**config.mk**
```make
export PLATFORM = sky130hd
export DESIGN_NAME = regfile_dumper_flat
export DESIGN_NICKNAME = d
export VERILOG_FILES = /design/src/rtl/regfile_dumper_pkg.sv /design/src/rtl/regfile_dumper_if.sv /design/src/rtl/regfile_dumper.sv /design/src/flat_wrapper.sv
export SDC_FILE = /design/constraint.sdc
export NUM_CORES = 1
export LEC_CHECK = 0
export ABC_AREA = 1
export CAP_MARGIN = 20
export CORE_ASPECT_RATIO = 1.5
export CORE_MARGIN = 4
export CORE_UTILIZATION = 47
export DETAILED_ROUTE_END_ITERATION = 10
export HOLD_SLACK_MARGIN = 0.03
export PLACE_DENSITY = 0.8
export SYNTH_ARGS = -nofsm -noshare
export SYNTH_HDL_FRONTEND = slang
export SYNTH_SLANG_ARGS = --single-unit
```
**constraint.sdc**
```tcl
create_clock -name clock -period 2.35 [get_ports clock]
set_input_delay 0.5875 -clock clock [delete_from_list [all_inputs] [get_ports clock]]
set_output_delay 0.5875 -clock clock [all_outputs]
set_load 0.01 [all_outputs]
```
**src/rtl/regfile_dumper_pkg.sv**
```systemverilog
// Shared definitions for the register-file dumper and the processor wrapper:
// state encoding, register count and register-index width.
package regfile_dumper_pkg;

  localparam int NUM_REGS  = 32;
  localparam int REG_IDX_W = 5;

  typedef logic [REG_IDX_W-1:0] reg_idx_t;

  typedef enum logic [2:0] {
    ST_IDLE = 3'd0,
    ST_RUN  = 3'd1,
    ST_READ = 3'd2,
    ST_SEND = 3'd3,
    ST_DONE = 3'd4
  } state_t;

endpackage

```
**src/rtl/regfile_dumper_if.sv**
```systemverilog
// Dump stream: one register index/value pair per valid/ready handshake.
interface regfile_dumper_if
  import regfile_dumper_pkg::*;
#(
  parameter int DATA_WIDTH = 32
);

  logic                  out_valid;
  logic                  out_ready;
  reg_idx_t              out_reg;
  logic [DATA_WIDTH-1:0] out_data;

  modport master (
    output out_valid,
    output out_reg,
    output out_data,
    input  out_ready
  );

  modport slave (
    input  out_valid,
    input  out_reg,
    input  out_data,
    output out_ready
  );

endinterface

```
**src/rtl/regfile_dumper.sv**
```systemverilog
// Lets the processor run for a programmed number of cycles, then takes over
// regfile read port A and streams every register out over the dump interface.
//
// state | meaning
// IDLE  | waiting for start, processor halted
// RUN   | processor enabled until the run counter reaches the latched count
// READ  | port A addressed with the current index, value captured at the edge
// SEND  | captured index/value presented until the sink accepts it
// DONE  | one-cycle completion pulse
module regfile_dumper
  import regfile_dumper_pkg::*;
#(
  parameter int DATA_WIDTH = 32,
  parameter int NUM_REGS   = regfile_dumper_pkg::NUM_REGS,
  parameter int CNT_WIDTH  = 10
) (
  input  logic                  clock,
  input  logic                  reset,
  input  logic                  start,
  input  logic [CNT_WIDTH-1:0]  run_cycles,
  output logic                  cpu_enable,
  output logic                  test_mode,
  output reg_idx_t              dbg_readRegA,
  input  logic [DATA_WIDTH-1:0] data_readRegA,
  regfile_dumper_if.master      dump,
  output logic                  busy,
  output logic                  done
);

  localparam reg_idx_t LAST_IDX = reg_idx_t'(NUM_REGS - 1);

  state_t                state;
  state_t                state_nxt;
  logic [CNT_WIDTH-1:0]  cnt;
  logic [CNT_WIDTH-1:0]  run_lat;
  reg_idx_t              idx;
  reg_idx_t              reg_q;
  logic [DATA_WIDTH-1:0] data_q;
  logic                  out_valid;
  logic                  run_end;
  logic                  last_reg;
  logic                  hs;

  // The counter stops at the latched value, so a full-scale count never wraps.
  assign run_end  = (cnt == run_lat);
  assign last_reg = (idx == LAST_IDX);
  assign hs       = out_valid && dump.out_ready;

  // State register
  always_ff @(posedge clock or posedge reset) begin
    if (reset) state <= ST_IDLE;
    else       state <= state_nxt;
  end

  // Next-state decode and state-driven outputs
  always_comb begin
    state_nxt  = state;
    cpu_enable = 1'b0;
    test_mode  = 1'b0;
    out_valid  = 1'b0;
    busy       = 1'b1;
    done       = 1'b0;
    unique case (state)
      ST_IDLE: begin
        busy = 1'b0;
        if (start) state_nxt = ST_RUN;
      end
      ST_RUN: begin
        // The terminal-count cycle already has the processor halted, so a
        // count of N gives exactly N enabled cycles.
        cpu_enable = !run_end;
        if (run_end) state_nxt = ST_READ;
      end
      ST_READ: begin
        test_mode = 1'b1;
        state_nxt = ST_SEND;
      end
      ST_SEND: begin
        test_mode = 1'b1;
        out_valid = 1'b1;
        if (dump.out_ready) state_nxt = last_reg ? ST_DONE : ST_READ;
      end
      ST_DONE: begin
        done      = 1'b1;
        state_nxt = ST_IDLE;
      end
      default: state_nxt = ST_IDLE;
    endcase
  end

  // Run-length latch and cycle counter
  always_ff @(posedge clock or posedge reset) begin
    if (reset) begin
      run_lat <= '0;
      cnt     <= '0;
    end else if (state == ST_IDLE && start) begin
      run_lat <= run_cycles;
      cnt     <= '0;
    end else if (state == ST_RUN && !run_end) begin
      cnt <= cnt + 1'b1;
    end
  end

  // Dump index and captured register value
  always_ff @(posedge clock or posedge reset) begin
    if (reset) begin
      idx    <= '0;
      reg_q  <= '0;
      data_q <= '0;
    end else begin
      if (state == ST_RUN && run_end) idx <= '0;
      if (state == ST_READ) begin
        reg_q  <= idx;
        data_q <= data_readRegA;
      end
      if (hs && !last_reg) idx <= idx + 1'b1;
    end
  end

  assign dbg_readRegA   = test_mode ? idx : '0;
  assign dump.out_valid = out_valid;
  assign dump.out_reg   = reg_q;
  assign dump.out_data  = data_q;

endmodule

```
**src/flat_wrapper.sv**
```systemverilog
// flat-port wrapper written by rule: the top's interface ports become plain ports
module regfile_dumper_flat import regfile_dumper_pkg::*;
#(
  parameter int DATA_WIDTH = 32,
  parameter int NUM_REGS   = regfile_dumper_pkg::NUM_REGS,
  parameter int CNT_WIDTH  = 10
)
  (clock, reset, start, run_cycles, cpu_enable, test_mode, dbg_readRegA, data_readRegA, busy, done, dump_out_valid, dump_out_reg, dump_out_data, dump_out_ready);
  regfile_dumper_if #(.DATA_WIDTH(DATA_WIDTH)) dump_i ();
  input  logic clock;
  input  logic reset;
  input  logic start;
  input  logic [CNT_WIDTH-1:0] run_cycles;
  output logic cpu_enable;
  output logic test_mode;
  output reg_idx_t dbg_readRegA;
  input  logic [DATA_WIDTH-1:0] data_readRegA;
  output logic busy;
  output logic done;
  output wire logic [$bits(dump_i.out_valid)-1:0] dump_out_valid;
  output wire logic [$bits(dump_i.out_reg)-1:0] dump_out_reg;
  output wire logic [$bits(dump_i.out_data)-1:0] dump_out_data;
  input wire logic [$bits(dump_i.out_ready)-1:0] dump_out_ready;
  assign dump_out_valid = dump_i.out_valid;
  assign dump_out_reg = dump_i.out_reg;
  assign dump_out_data = dump_i.out_data;
  assign dump_i.out_ready = dump_out_ready;
  regfile_dumper #(.DATA_WIDTH(DATA_WIDTH), .NUM_REGS(NUM_REGS), .CNT_WIDTH(CNT_WIDTH)) u_core (.clock(clock), .reset(reset), .start(start), .run_cycles(run_cycles), .cpu_enable(cpu_enable), .test_mode(test_mode), .dbg_readRegA(dbg_readRegA), .data_readRegA(data_readRegA), .dump(dump_i), .busy(busy), .done(done));
endmodule
```
==> flow_metrics.py, run 1 <==
metrics = {
    "floorplan": {
        "core_mm2": 0.00644,
        "die_w_um": 74.3,
        "initial_core_util_pct": 48.1,
        "die_y_um": 107,
        "io_pins": 93,
        "die-area_mm2": 0.00799,
        "rows": 36,
    },
    "routing": {
        "vias": 2509,
        "wl_met2_mm": 3.76,
        "via_per_inst": 5.05,
        "wl_met1_mm": 2.54,
        "routed.top_layer": "met4",
        "wl_met3_um": 585,
        "dr.pass1.iters": 4,
        "drtIter0Drc": 119,
        "route.detailed.drc": 0,
        "antenna_left": 0,
        "drt-total-wl_mm": 7.02,
        "wl_per_cell_um": 14.1,
    },
    "power_and_ir_drop": {
        "power.leakage_nw": 2.04,
        "pwr_density_cell_mw_per_mm2": 548,
        "worst_ir_drop_vdd_uv": 505,
        "finalPower_mw": 2.42,
    },
    "timing": {
        "tightest_slew_ns": 0.508,
        "max_slew_margin_pct": 66.2,
        "period_minus_slack_ns": 2.45,
        "fin_tns_setup_ns": -0.285,
        "fin_skew_ns": 0.0117,
        "post-route-period-util_pct": 104,
        "final-setup-viol-count": 3,
        "fmax_ghz": 0.408,
        "slew_viol_final": 0,
        "worst_slack_ns": -0.0983,
        "hold_violations": 0,
        "rsz0062_at_grt": "yes",
    },
    "cells_and_area": {
        "final_cell_mix": "89 x clkdlybuf4s50_1, 68 x nand2_1, 59 x dfrtp_1",
        "n_antenna_cell": 0,
        "final_layout_size_suffix_gt1_share_pct": 22.3,
        "num-fill-cells": 501,
        "synthToLayoutAreaGrowth_pct": 42.5,
        "layout_commonest_cell": "clkdlybuf4s50_1",
        "nets": 465,
        "largest_reg_flops": 32,
        "final_cell_area_mm2": 0.00442,
    },
    "worst_hold_path": {
        "hp-class": "reg -> reg",
    },
    "place": {
        "gp_congestion": 0.824,
        "port_buffers": 92,
        "place_hpwl_mm": 5.13,
        "placed_area_mm2": 0.00412,
    },
    "synthesis": {
        "yosysWarningCount": 0,
        "synth_area_leaders": "dfrtp_1 52%, mux2_2 13%, nand2_1 8.4%",
        "syn_area_per_cell_um2": 10.1,
        "yosysTopAreaCell": "dfrtp_1",
        "ys_ff_latch": 65,
        "syn-cell-area_mm2": 0.00310,
        "syn_nets": 356,
        "synth_top_area_share_pct": 52.5,
        "synthDistinctLibCells": 27,
        "syn_inst": 307,
        "ys_seq_area_share_pct": 52.5,
    },
    "critical_path": {
        "worstSetupStartpointType": "flip-flop",
        "arrival_ns": 1.86,
        "cp.required_ns": 1.76,
        "setup.worst_path.end_class": "output port",
        "worst-path-max-fanout": 5,
        "criticalPathCategory": "reg -> out",
    },
    "clocking": {
        "cts.path.max_buffers": 2,
        "cts_hold_buffers": 0,
        "cts_made_buffers": 9,
        "cts.sinks": 65,
        "path_clk_slew_ns": 0.07,
        "cts_tree": "done",
        "clk_latency_ns": 0.33,
        "cts_root_buffer": "clkbuf_8",
        "cts_max_level": 3,
    },
    "global_routing": {
        "antenna_found_initial": 0,
        "grt_pass1_vias": 2685,
        "grt_max_degree": 44,
        "overflow": 0,
        "grt_pass1_wl_mm": 12.0,
        "grtUsageTotal_pct": 19.4,
    },
    "flow_run": {
        "drv_cap": 0,
    },
    "run_status": {
        "violations": "negative setup slack",
        "outcome": "finished, violations left",
    },
}
## worst paths after layout
path	to	start	cells after the start	slack, ns
max	dbg_readRegA[0]	u_core.state[2]	8	-0.1
max reg2reg	u_core.idx[2]	u_core.idx[0]	9	0.72
min in group asynchronous	u_core.dump.out_data[21]	reset	2	0.58
max in group asynchronous	u_core.dump.out_data[11]	reset	3	1.21
min	u_core.dump.out_reg[2]	u_core.dump.out_reg[2]	2	0.49
min reg2reg	u_core.dump.out_reg[2]	u_core.dump.out_reg[2]	2	0.49
## stage by stage
step / setup WS (ns) / hold slack [ns] / utilization (%) / std cells
final: -0.0983 / 0.488 / 68.6 / 497
after global routing: -0.247 / 0.512 / 68.6 / 497
after CTS: -0.119 / 0.496 / 68.5 / 496
after detailed placement: 0.173 / 0.479 / 64.0 / 474
after global placement: 0.211 / 0.468 / 64.0 / 474
after floorplan: 0.136 / 0.469 / - / 307
## per-layer routing
layer	track usage, %	up-vias
met2	34.0	85
met5	0	-
li1	-	1210
met1	20.8	1204
met3	7.29	10
met4	7.25	0
## cell usage after synthesis
| master | count |
|---|---|
| nand3_1 | 18 |
| buf_6 | 3 |
| nand4_1 | 11 |
| or2_2 | 1 |
| clkbuf_1 | 1 |
| xnor2_1 | 3 |
| nand2_1 | 69 |
| nor2_4 | 3 |
| a21oi_1 | 6 |
| nor2_1 | 19 |
| o211ai_1 | 1 |
| nand2_4 | 1 |
| buf_2 | 4 |
| buf_4 | 1 |
| buf_12 | 1 |
| nor3_1 | 1 |
| o21bai_1 | 2 |
| mux2_2 | 36 |
| inv_1 | 34 |
| o21ai_0 | 6 |
| nand2_2 | 2 |
| xor2_1 | 7 |
| ha_1 | 3 |
| nand3_4 | 1 |
| nor2_2 | 2 |
| nand3_2 | 6 |
| dfrtp_1 | 65 |
## layout make-up
type                            count  area [µm²]  share of cell area [%]
Clock inverter                      5        77.6                    1.76
Tap cell                           76        95.1                    2.15
Timing Repair Buffer              108        1060                    24.0
Inverter                           34         128                    2.89
Clock buffer                       11         151                    3.43
Sequential cell                    65        1630                    37.0
Multi-Input combinational cell    198        1270                    28.8
## power breakdown
part           total [mW]  switching [mW]  internal, mW
clock network        1.06           0.409         0.652
logic               0.201          0.0656         0.135
registers            1.16          0.0135          1.15
## worst max-delay path, stage by stage (launching register included)
cell	delay, ns
dfrtp_1	0.40
inv_1	0.09
nand2_2	0.10
nor2_4	0.10
inv_1	0.04
nand2_1	0.07
inv_1	0.10
nor2_1	0.10
clkdlybuf4s50_1	0.54
## cells by family (layout without fill, tap and decap cells)
logic type	after synthesis	count (layout)	synth area share [%]
adder cells (fa/ha/maj)	3	3	1.21
AO/OA/AOI/OAI	15	15	2.66
buffers and inverters	44	158	6.86
XOR/XNOR	10	10	2.83
AND/OR/NAND/NOR	134	134	20.9
flip-flops	65	65	52.5
multiplexers	36	36	13.1
## timing repair
action / in CTS / in global routing
buffers inserted: 6 / 1
pin swaps: 1 / 1
resized for setup: 11 / 2
setup endpoints to repair: 7 / 6
Power figures use the tool's default switching activity.
==> run 2: changes to the inputs <==
- GPL_ROUTABILITY_DRIVEN: default -> 0
==> results of run 2 <==
The final DEF is identical to that of run 1; final timing and power are the same.
==> run 3: changes to the inputs <==
- CELL_PAD_IN_SITES_DETAIL_PLACEMENT: default -> 0
- CELL_PAD_IN_SITES_GLOBAL_PLACEMENT: default -> 2
- CORE_UTILIZATION: 47 -> 28
- PLACE_DENSITY: 0.8 -> 0.82
- clock period: 2.35 -> 2.65 ns (I/O delays scaled with it)
==> flow_metrics.py, run 3 (same netlist as run 1, synthesis figures left out) <==
metrics = {
    "flow_run": {
        "drv_cap": 0,
    },
    "power_and_ir_drop": {
        "finalPower_mw": 2.45,
        "power.leakage_nw": 2.11,
        "pwr_density_cell_mw_per_mm2": 541,
        "worst_ir_drop_vdd_uv": 454,
    },
    "floorplan": {
        "io_pins": 93,
        "initial_core_util_pct": 29.0,
        "core_mm2": 0.0107,
        "die_y_um": 137,
        "die_w_um": 93.9,
        "rows": 46,
        "die-area_mm2": 0.0129,
    },
    "timing": {
        "fin_skew_ns": 0.00686,
        "tightest_slew_ns": 0.521,
        "max_slew_margin_pct": 65.3,
        "hold_violations": 0,
        "fin_tns_setup_ns": 0,
        "worst_slack_ns": 0.102,
        "whs_ns": 0.492,
        "period_minus_slack_ns": 2.55,
        "slew_viol_final": 0,
        "fmax_ghz": 0.392,
        "final-setup-viol-count": 0,
        "rsz0062_at_grt": "no",
        "post-route-period-util_pct": 96.2,
    },
    "place": {
        "port_buffers": 92,
        "dp_slack_ns": 0.375,
        "place_hpwl_mm": 5.65,
        "placed_area_mm2": 0.00419,
        "dpl.cell_count": 539,
    },
    "routing": {
        "drtIter0Drc": 82,
        "route.detailed.drc": 0,
        "drt-total-wl_mm": 7.71,
        "vias": 2403,
        "antenna_left": 0,
        "via_per_inst": 4.31,
        "wl_per_cell_um": 13.8,
        "dr.pass1.iters": 4,
    },
    "global_routing": {
        "grtUsageTotal_pct": 12.5,
        "grt_max_degree": 66,
        "grt_pass1_vias": 2559,
        "overflow": 0,
        "antenna_found_initial": 0,
        "grt_pass1_wl_mm": 12.3,
    },
    "cells_and_area": {
        "n_antenna_cell": 0,
        "layout_commonest_cell": "clkdlybuf4s50_1",
        "final_cell_mix": "87 x clkdlybuf4s50_1, 68 x nand2_1, 63 x dfrtp_1",
        "fin_cells": 557,
        "num-fill-cells": 1101,
        "final_cell_area_mm2": 0.00453,
        "final_layout_size_suffix_gt1_share_pct": 19.4,
        "fin_util_pct": 42.4,
        "nets": 457,
        "synthToLayoutAreaGrowth_pct": 46.2,
        "largest_reg_flops": 32,
        "regArea_mm2": 0.00163,
        "multi_input_area_mm2": 0.00127,
    },
    "clocking": {
        "cts_made_buffers": 9,
        "cts.path.max_buffers": 2,
        "cts_tree": "done",
        "path_clk_slew_ns": 0.05,
        "clk_latency_ns": 0.32,
        "cts.sinks": 65,
        "cts_hold_buffers": 0,
        "cts_max_level": 3,
        "cts_root_buffer": "clkbuf_16",
    },
    "run_status": {
        "outcome": "complete, no violations",
    },
    "critical_path": {
        "criticalPathCategory": "reg -> out",
        "worst-path-max-fanout": 5,
        "cp.required_ns": 1.99,
        "setup.worst_path.end_class": "output port",
        "worstSetupStartpointType": "flip-flop",
        "arrival_ns": 1.89,
    },
    "worst_hold_path": {
        "hp-class": "reg -> reg",
    },
}
[run 3: path summary, 6_finish.rpt]
kind | start | endpoint | slack (ns) | cells after the start
setup / recovery | u_core.cnt[6] | cpu_enable | 0.10 | 7
hold reg to reg | u_core.dump.out_reg[1] | u_core.dump.out_reg[1] | 0.49 | 2
hold / removal | u_core.dump.out_reg[1] | u_core.dump.out_reg[1] | 0.49 | 2
setup reg to reg | u_core.idx[0] | u_core.idx[2] | 1.01 | 9
max in group asynchronous | reset | u_core.cnt[0] | 1.61 | 3
min in group asynchronous | reset | u_core.dump.out_data[31] | 0.73 | 3
[run 3: worst max-delay path, stage by stage, from the launching register on]
cell	delay (ns)
dfrtp_1	0.43
xnor2_1	0.19
nand2_1	0.12
nor2_4	0.14
nand3_4	0.09
nand2_4	0.06
inv_1	0.05
clkdlybuf4s50_1	0.47
[run 3: layout make-up]
type                    count  share of cell area (%)
inverters                  34                    2.81
well taps                 144                    3.97
clock buffers              10                    5.05
multi-input cells         198                    28.0
clock inverters             6                    1.82
repair buffers            100                    22.4
flip-flops and latches     65                    35.9
[run 3: repair_timing]
action / 4_1_cts / 5_1_grt
pin swaps: 0 / 1
resized for setup: 1 / 9
hold endpoints to repair: 0 / 0
buffers inserted: 1 / 1
setup endpoints to repair: 1 / 5
[run 3: layer usage]
metal / GRT usage [%] / share of wire (%)
met4: 4.82 / 1.5
met3: 2.92 / 3.2
met2: 23.5 / 58
met5: 0 / 0
met1: 13.2 / 38
[run 3: report_power, final]
group          internal [mW]  switching [mW]
Clock                  0.818           0.427
Combinational          0.119          0.0597
Sequential              1.02          0.0118
